===== config.mk =====
export PLATFORM = sky130hd
export DESIGN_NAME = jpeg_bit_packer_flat
export DESIGN_NICKNAME = d
export VERILOG_FILES = /design/src/rtl/jpeg_bit_packer_if.sv /design/src/rtl/jpeg_bit_packer.sv /design/src/flat_wrapper.sv
export SDC_FILE = /design/constraint.sdc
export NUM_CORES = 1
export LEC_CHECK = 0
export ABC_AREA = 1
export CAP_MARGIN = 20
export CORE_MARGIN = 1.5
export CORE_UTILIZATION = 56
export DETAILED_ROUTE_END_ITERATION = 12
export PLACE_DENSITY = 0.83
export SETUP_SLACK_MARGIN = 0.2
export SLEW_MARGIN = 20
export SYNTH_ARGS = -nofsm -noshare
export SYNTH_HDL_FRONTEND = slang
export SYNTH_SLANG_ARGS = --single-unit

===== constraint.sdc =====
create_clock -name clock -period 4.4 [get_ports clock]
set_input_delay 0.88 -clock clock [delete_from_list [all_inputs] [get_ports clock]]
set_output_delay 0.88 -clock clock [all_outputs]
set_load 0.005 [all_outputs]

===== src/rtl/jpeg_bit_packer_if.sv =====
// Symbol-in / byte-out bundle for jpeg_bit_packer.
//   master : upstream entropy coder plus downstream byte consumer. Drives the
//            symbols and flush, and observes bytes, ready, flush_done and
//            overflow_err.
//   slave  : the packer itself.
interface jpeg_bit_packer_if;
  logic        sym_valid;
  logic [15:0] sym_code;
  logic [4:0]  sym_len;
  logic [10:0] amp_bits;
  logic [3:0]  amp_len;
  logic        flush;
  logic        sym_ready;
  logic        byte_valid;
  logic [7:0]  byte_data;
  logic        flush_done;
  logic        overflow_err;

  modport master (
    output sym_valid, sym_code, sym_len, amp_bits, amp_len, flush,
    input  sym_ready, byte_valid, byte_data, flush_done, overflow_err
  );

  modport slave (
    input  sym_valid, sym_code, sym_len, amp_bits, amp_len, flush,
    output sym_ready, byte_valid, byte_data, flush_done, overflow_err
  );
endinterface


===== src/rtl/jpeg_bit_packer.sv =====
// JPEG entropy bit packer.
// Appends a Huffman code and its amplitude bits to a 40-bit MSB-aligned buffer
// and emits the buffer one byte per cycle. Every 0xFF byte is followed by a
// stuffed 0x00. On flush, the partial byte is padded with 1s, and flush_done
// then pulses.
// Ports:
//   clock   : rising-edge clock
//   reset_n : synchronous active-low reset
//   bus     : jpeg_bit_packer_if.slave, which carries the symbol input, flush,
//             sym_ready, the byte output, flush_done and overflow_err
module jpeg_bit_packer (
  input  logic              clock,
  input  logic              reset_n,
  jpeg_bit_packer_if.slave  bus
);

  typedef enum logic [1:0] {RUN, STUFF, PAD, DONE} state_t;

  state_t      r_state, w_state_n;
  state_t      r_ret,   w_ret_n;     // state to resume after a stuffed 0x00
  logic [39:0] r_buf,   w_buf_n;
  logic [5:0]  r_cnt,   w_cnt_n;
  logic [7:0]  r_hold;               // last emitted byte, shown while idle
  logic        r_ovf;

  logic        w_ready;
  logic        w_emit;
  logic [7:0]  w_byte;
  logic        w_done;
  logic [4:0]  w_sl;
  logic [3:0]  w_al;
  logic [15:0] w_code_m;
  logic [10:0] w_amp_m;
  logic [26:0] w_cat;
  logic [5:0]  w_len;
  logic [39:0] w_ins;
  logic [7:0]  w_pad;

  // Clamp the lengths and mask off the bits above them. Then concatenate
  // code||amplitude, and left-justify the field just below the bits that are
  // already buffered.
  always_comb begin
    w_sl     = (bus.sym_len > 5'd16) ? 5'd16 : bus.sym_len;
    w_al     = (bus.amp_len > 4'd11) ? 4'd11 : bus.amp_len;
    w_code_m = bus.sym_code & ~(16'hFFFF << w_sl);
    w_amp_m  = bus.amp_bits & ~(11'h7FF << w_al);
    w_cat    = ({11'b0, w_code_m} << w_al) | {16'b0, w_amp_m};
    w_len    = {1'b0, w_sl} + {2'b0, w_al};
    w_ins    = ({w_cat, 13'b0} << (6'd27 - w_len)) >> r_cnt;
  end

  // Bits below the top r_cnt positions of r_buf are always zero, so OR-ing
  // in the 1s gives the padded final byte.
  assign w_pad   = r_buf[39:32] | (8'hFF >> r_cnt[2:0]);
  assign w_ready = (r_state == RUN) && (r_cnt < 6'd8) && !bus.flush;

  always_comb begin
    w_state_n = r_state;
    w_ret_n   = r_ret;
    w_buf_n   = r_buf;
    w_cnt_n   = r_cnt;
    w_emit    = 1'b0;
    w_byte    = 8'h00;
    w_done    = 1'b0;
    unique case (r_state)
      RUN: begin
        if (r_cnt >= 6'd8) begin
          w_emit  = 1'b1;
          w_byte  = r_buf[39:32];
          w_buf_n = r_buf << 8;
          w_cnt_n = r_cnt - 6'd8;
          if (r_buf[39:32] == 8'hFF) begin
            w_state_n = STUFF;
            w_ret_n   = RUN;
          end
        end else if (bus.flush) begin
          w_state_n = (r_cnt == 6'd0) ? DONE : PAD;
        end else if (bus.sym_valid) begin
          w_buf_n = r_buf | w_ins;
          w_cnt_n = r_cnt + w_len;
        end
      end
      STUFF: begin
        w_emit    = 1'b1;
        w_byte    = 8'h00;
        w_state_n = r_ret;
      end
      PAD: begin
        w_emit  = 1'b1;
        w_byte  = w_pad;
        w_buf_n = '0;
        w_cnt_n = '0;
        if (w_pad == 8'hFF) begin
          w_state_n = STUFF;
          w_ret_n   = DONE;
        end else begin
          w_state_n = DONE;
        end
      end
      DONE: begin
        w_done    = 1'b1;
        w_state_n = RUN;
      end
      default: w_state_n = RUN;
    endcase
  end

  always_ff @(posedge clock) begin
    if (!reset_n) begin
      r_state <= RUN;
      r_ret   <= RUN;
      r_buf   <= '0;
      r_cnt   <= '0;
      r_hold  <= '0;
      r_ovf   <= 1'b0;
    end else begin
      r_state <= w_state_n;
      r_ret   <= w_ret_n;
      r_buf   <= w_buf_n;
      r_cnt   <= w_cnt_n;
      if (w_emit) r_hold <= w_byte;
      if (bus.sym_valid && !w_ready) r_ovf <= 1'b1;
    end
  end

  // Outputs follow the state combinationally, so a byte appears in the cycle
  // right after the accept that completes it. Reset masks them, so a pending
  // stuff byte never leaks out while reset is asserted.
  assign bus.sym_ready    = w_ready & reset_n;
  assign bus.byte_valid   = w_emit & reset_n;
  assign bus.byte_data    = bus.byte_valid ? w_byte : r_hold;
  assign bus.flush_done   = w_done & reset_n;
  assign bus.overflow_err = r_ovf;

endmodule


===== src/flat_wrapper.sv =====
// flat-port wrapper written by rule: the top's interface ports become plain ports
module jpeg_bit_packer_flat 
  (clock, reset_n, bus_sym_valid, bus_sym_code, bus_sym_len, bus_amp_bits, bus_amp_len, bus_flush, bus_sym_ready, bus_byte_valid, bus_byte_data, bus_flush_done, bus_overflow_err);
  jpeg_bit_packer_if bus_i ();
  input  logic clock;
  input  logic reset_n;
  input wire logic [$bits(bus_i.sym_valid)-1:0] bus_sym_valid;
  input wire logic [$bits(bus_i.sym_code)-1:0] bus_sym_code;
  input wire logic [$bits(bus_i.sym_len)-1:0] bus_sym_len;
  input wire logic [$bits(bus_i.amp_bits)-1:0] bus_amp_bits;
  input wire logic [$bits(bus_i.amp_len)-1:0] bus_amp_len;
  input wire logic [$bits(bus_i.flush)-1:0] bus_flush;
  output wire logic [$bits(bus_i.sym_ready)-1:0] bus_sym_ready;
  output wire logic [$bits(bus_i.byte_valid)-1:0] bus_byte_valid;
  output wire logic [$bits(bus_i.byte_data)-1:0] bus_byte_data;
  output wire logic [$bits(bus_i.flush_done)-1:0] bus_flush_done;
  output wire logic [$bits(bus_i.overflow_err)-1:0] bus_overflow_err;
  assign bus_i.sym_valid = bus_sym_valid;
  assign bus_i.sym_code = bus_sym_code;
  assign bus_i.sym_len = bus_sym_len;
  assign bus_i.amp_bits = bus_amp_bits;
  assign bus_i.amp_len = bus_amp_len;
  assign bus_i.flush = bus_flush;
  assign bus_sym_ready = bus_i.sym_ready;
  assign bus_byte_valid = bus_i.byte_valid;
  assign bus_byte_data = bus_i.byte_data;
  assign bus_flush_done = bus_i.flush_done;
  assign bus_overflow_err = bus_i.overflow_err;
  jpeg_bit_packer u_core (.clock(clock), .reset_n(reset_n), .bus(bus_i));
endmodule

==> results.cfg <==
[setup_path]
arrival_ns = 4.28
start_kind = primary input
critPathTopFamily = simple AND/OR/NAND/NOR gates
slowest_stage = clkdlybuf4s50_1
crit_required_ns = 4.59
endpoint_kind = flop
cp_cell_sequence = clkdlybuf4s50_1 > inv_1 > nand2_2 > inv_2 > fa_2 > xnor2_4 > buf_6 > clkinvlp_4 > buf_12 > clkbuf_16 > nand3_1 > nand3_1 > nand2_1 > nand2_1 > nand3_1 > nand3_1 > nand2_1 > nand2_1 > and2_4 > nand3_1 > nand3_2 > nand2_1 > a21oi_2
crit_buf_inv = 7
critPathMaxFanout = 11
path_class = in2reg
cpPeakStageDelay_ns = 0.48

[clock_tree]
root_buffer = clkbuf_16
htreeDepth = 3
cts-hold-fix-buffers = 0
clk_pin_slew_worst_paths_ns = 0.05
clk_path_buf_depth = 2
clkSinkCount = 58
clk-insertion-delay-late_ns = 0.33
cts_tree = built
numCtsBuffers = 9

[floorplan]
core_area_um2 = 13800
start_util_pct = 56.8
die_w_um = 121
die_y_um = 121
die-area_um2 = 14700
rows = 43
io_pins = 52

[synthesis]
synth_edf_count = 0
synth_seq_cells = 58
synth_ff_type = dfxtp_1
ys_seq_area_share_pct = 14.8
async_flop_share_pct = 0
yosys_warnings = 0
syn_inst = 1408
yosysUniqueCellTypes = 58
netlist_area_um2 = 7830
synth_nets = 1466
avgSynthCellArea_um2 = 5.56

[sta]
hold_slack_ns = 0.462
hold_viol = 0
grt_setup_unrepaired = false
fin_crit_sh_pct = 93.1
slew_viol_final = 0
setup_ws_ns = 0.305
skew_ns = 0.00665
tightest_slew_ns = 1.02
worst_slew_margin_rel_pct = 31.8
finalSetupViolations = 0
layout_min_cycle_time_ns = 4.10
timing.fmax_mhz = 244

[placement]
dp_slack_ns = -0.250
dpl.hpwl_um = 21300
port_buffers = 51
globalplace.congestion = 1.05
place_area_um2 = 8960
placedCellCount = 1649

[route]
met3_length_um = 3600
drtPass1Iterations = 6
topRoutingLayerUsed = met4
wirelength_um = 28200
ant_nets = 0
vias_per_cell = 6.31
routedLengthMet1_um = 12500
num_vias = 10500
wl_met2_um = 11400
drc = 0
wl_per_cell_um = 16.9
initialDrtViolationCount = 1689

[flow_run]
drv_cap = 0

[final_layout]
insertedDiodeCount = 0
drive_above_1_share_pct = 18.1
layout.nets = 1545
final_cell_mix = nand2_1 (380), nand3_1 (335), buf_4 (90)
fillers = 1247
stdcell_count = 1670
design_area_um2 = 9730
syn2layout_area_growth_pct = 24.3
layout_commonest_cell = nand2_1

[run_status]
status = finished, final reports clean

[global_route]
grt_usage_pct = 38.1
grt_max_degree = 57
grt_pass1_vias = 9186
grt-ovfl-total = 0
antenna_found_initial = 0
grt_pass1_wl_um = 45300

[power]
total_power_mw = 5.66
vdd_drop_max_mv = 0.493
powerDensity_nw_per_um2 = 582
p_leak_nw = 4.49

[worst_hold_path]
min_path_type = reg2reg
-- cells by family after synthesis --
kind of cell / Yosys count / synth area share, %
compound gates: 199 / 15.2
xor+xnor: 8 / 1.23
simple gates: 933 / 55.2
fa+ha+maj: 18 / 3.07
buf+inv: 192 / 10.5
flops: 58 / 14.8
-- worst paths after layout --
check	startpoint	end	slack, ns	cells after the start
hold reg to reg	u_core.r_buf[25]	u_core.r_buf[25]	0.46	2
setup / recovery	bus_amp_len[1]	u_core.r_buf[0]	0.30	23
setup reg to reg	u_core.r_cnt[3]	u_core.r_buf[0]	1.45	9
hold / removal	u_core.r_buf[25]	u_core.r_buf[25]	0.46	2
-- stage by stage --
stage	utilization (%)	TNS, ns
finish	70.7	0
detailed placement	65.0	-6.21
CTS	67.8	0
global route	70.7	0
global placement	65.0	-2.66
floorplan	-	0
-- worst register-to-register path, cell delays in order (launching register included) --
cell	delay [ns]
dfxtp_1	0.34
buf_4	0.32
inv_1	0.54
nor2_1	0.80
inv_1	0.31
o21ai_0	0.23
inv_1	0.07
nand3_2	0.08
nand2_1	0.07
a21oi_2	0.12
-- timing repair --
action                                  CTS  global route
endpoints found under the hold margin     0             0
cloned                                    1             2
pin swaps                                 8            28
gates resized for setup                  22            87
buffers inserted                          2             2
endpoints found under the setup margin   32            39
-- power breakdown --
| group | internal, mW | switching [mW] | leakage, nW | total (mW) |
|---|---|---|---|---|
| sequential | 0.663 | 0.0917 | 0.474 | 0.755 |
| clock | 0.385 | 0.240 | 0.134 | 0.625 |
| combinational | 1.53 | 2.76 | 3.89 | 4.28 |
| total | 2.58 | 3.09 | 4.49 | 5.66 |
-- synthesized netlist by cell type (8+ instances only) --
library cell | number | area share (%)
nand2_1 | 404 | 19
nand3_1 | 367 | 23
inv_1 | 93 | 4.5
a21oi_1 | 91 | 5.8
nor2_1 | 69 | 3.3
dfxtp_1 | 58 | 15
clkbuf_1 | 35 | 1.7
nand4_1 | 35 | 2.8
buf_2 | 34 | 2.2
o21ai_0 | 26 | 1.7
o21ai_1 | 19 | 1.2
nand3_2 | 18 | 2.3
o211ai_1 | 18 | 1.7
ha_1 | 16 | 2.6
buf_1 | 12 | 0.58
o31ai_1 | 11 | 1.1
nand2_2 | 8 | 0.64
-- flip-flops by register name, summed over array words and instances (netlist names) --
signal,flops
u_core.r_ret,1
u_core.bus.overflow_err,1
u_core.r_cnt,6
u_core.r_hold,8
u_core.r_state,2
u_core.r_buf,40
-- metal layers --
layer | global-route usage, % | vias to the layer above
li1 | - | 4963
met3 | 9.49 | 88
met4 | 8.97 | 0
met2 | 54.0 | 706
met5 | 0 | -
met1 | 57.1 | 4781
-- area by class of cell --
cell class              instances  area, um^2  share of cell area [%]
inverters                     105         410                    4.22
flip-flops and latches         58        1160                    11.9
clock buffers                  10         239                    2.46
well taps                     180         225                    2.31
multi-input cells            1158        6220                    63.9
repair buffers                155        1460                    15.0
clock inverters                 4        20.0                   0.206
No activity file was read; power rests on OpenSTA's default activity.
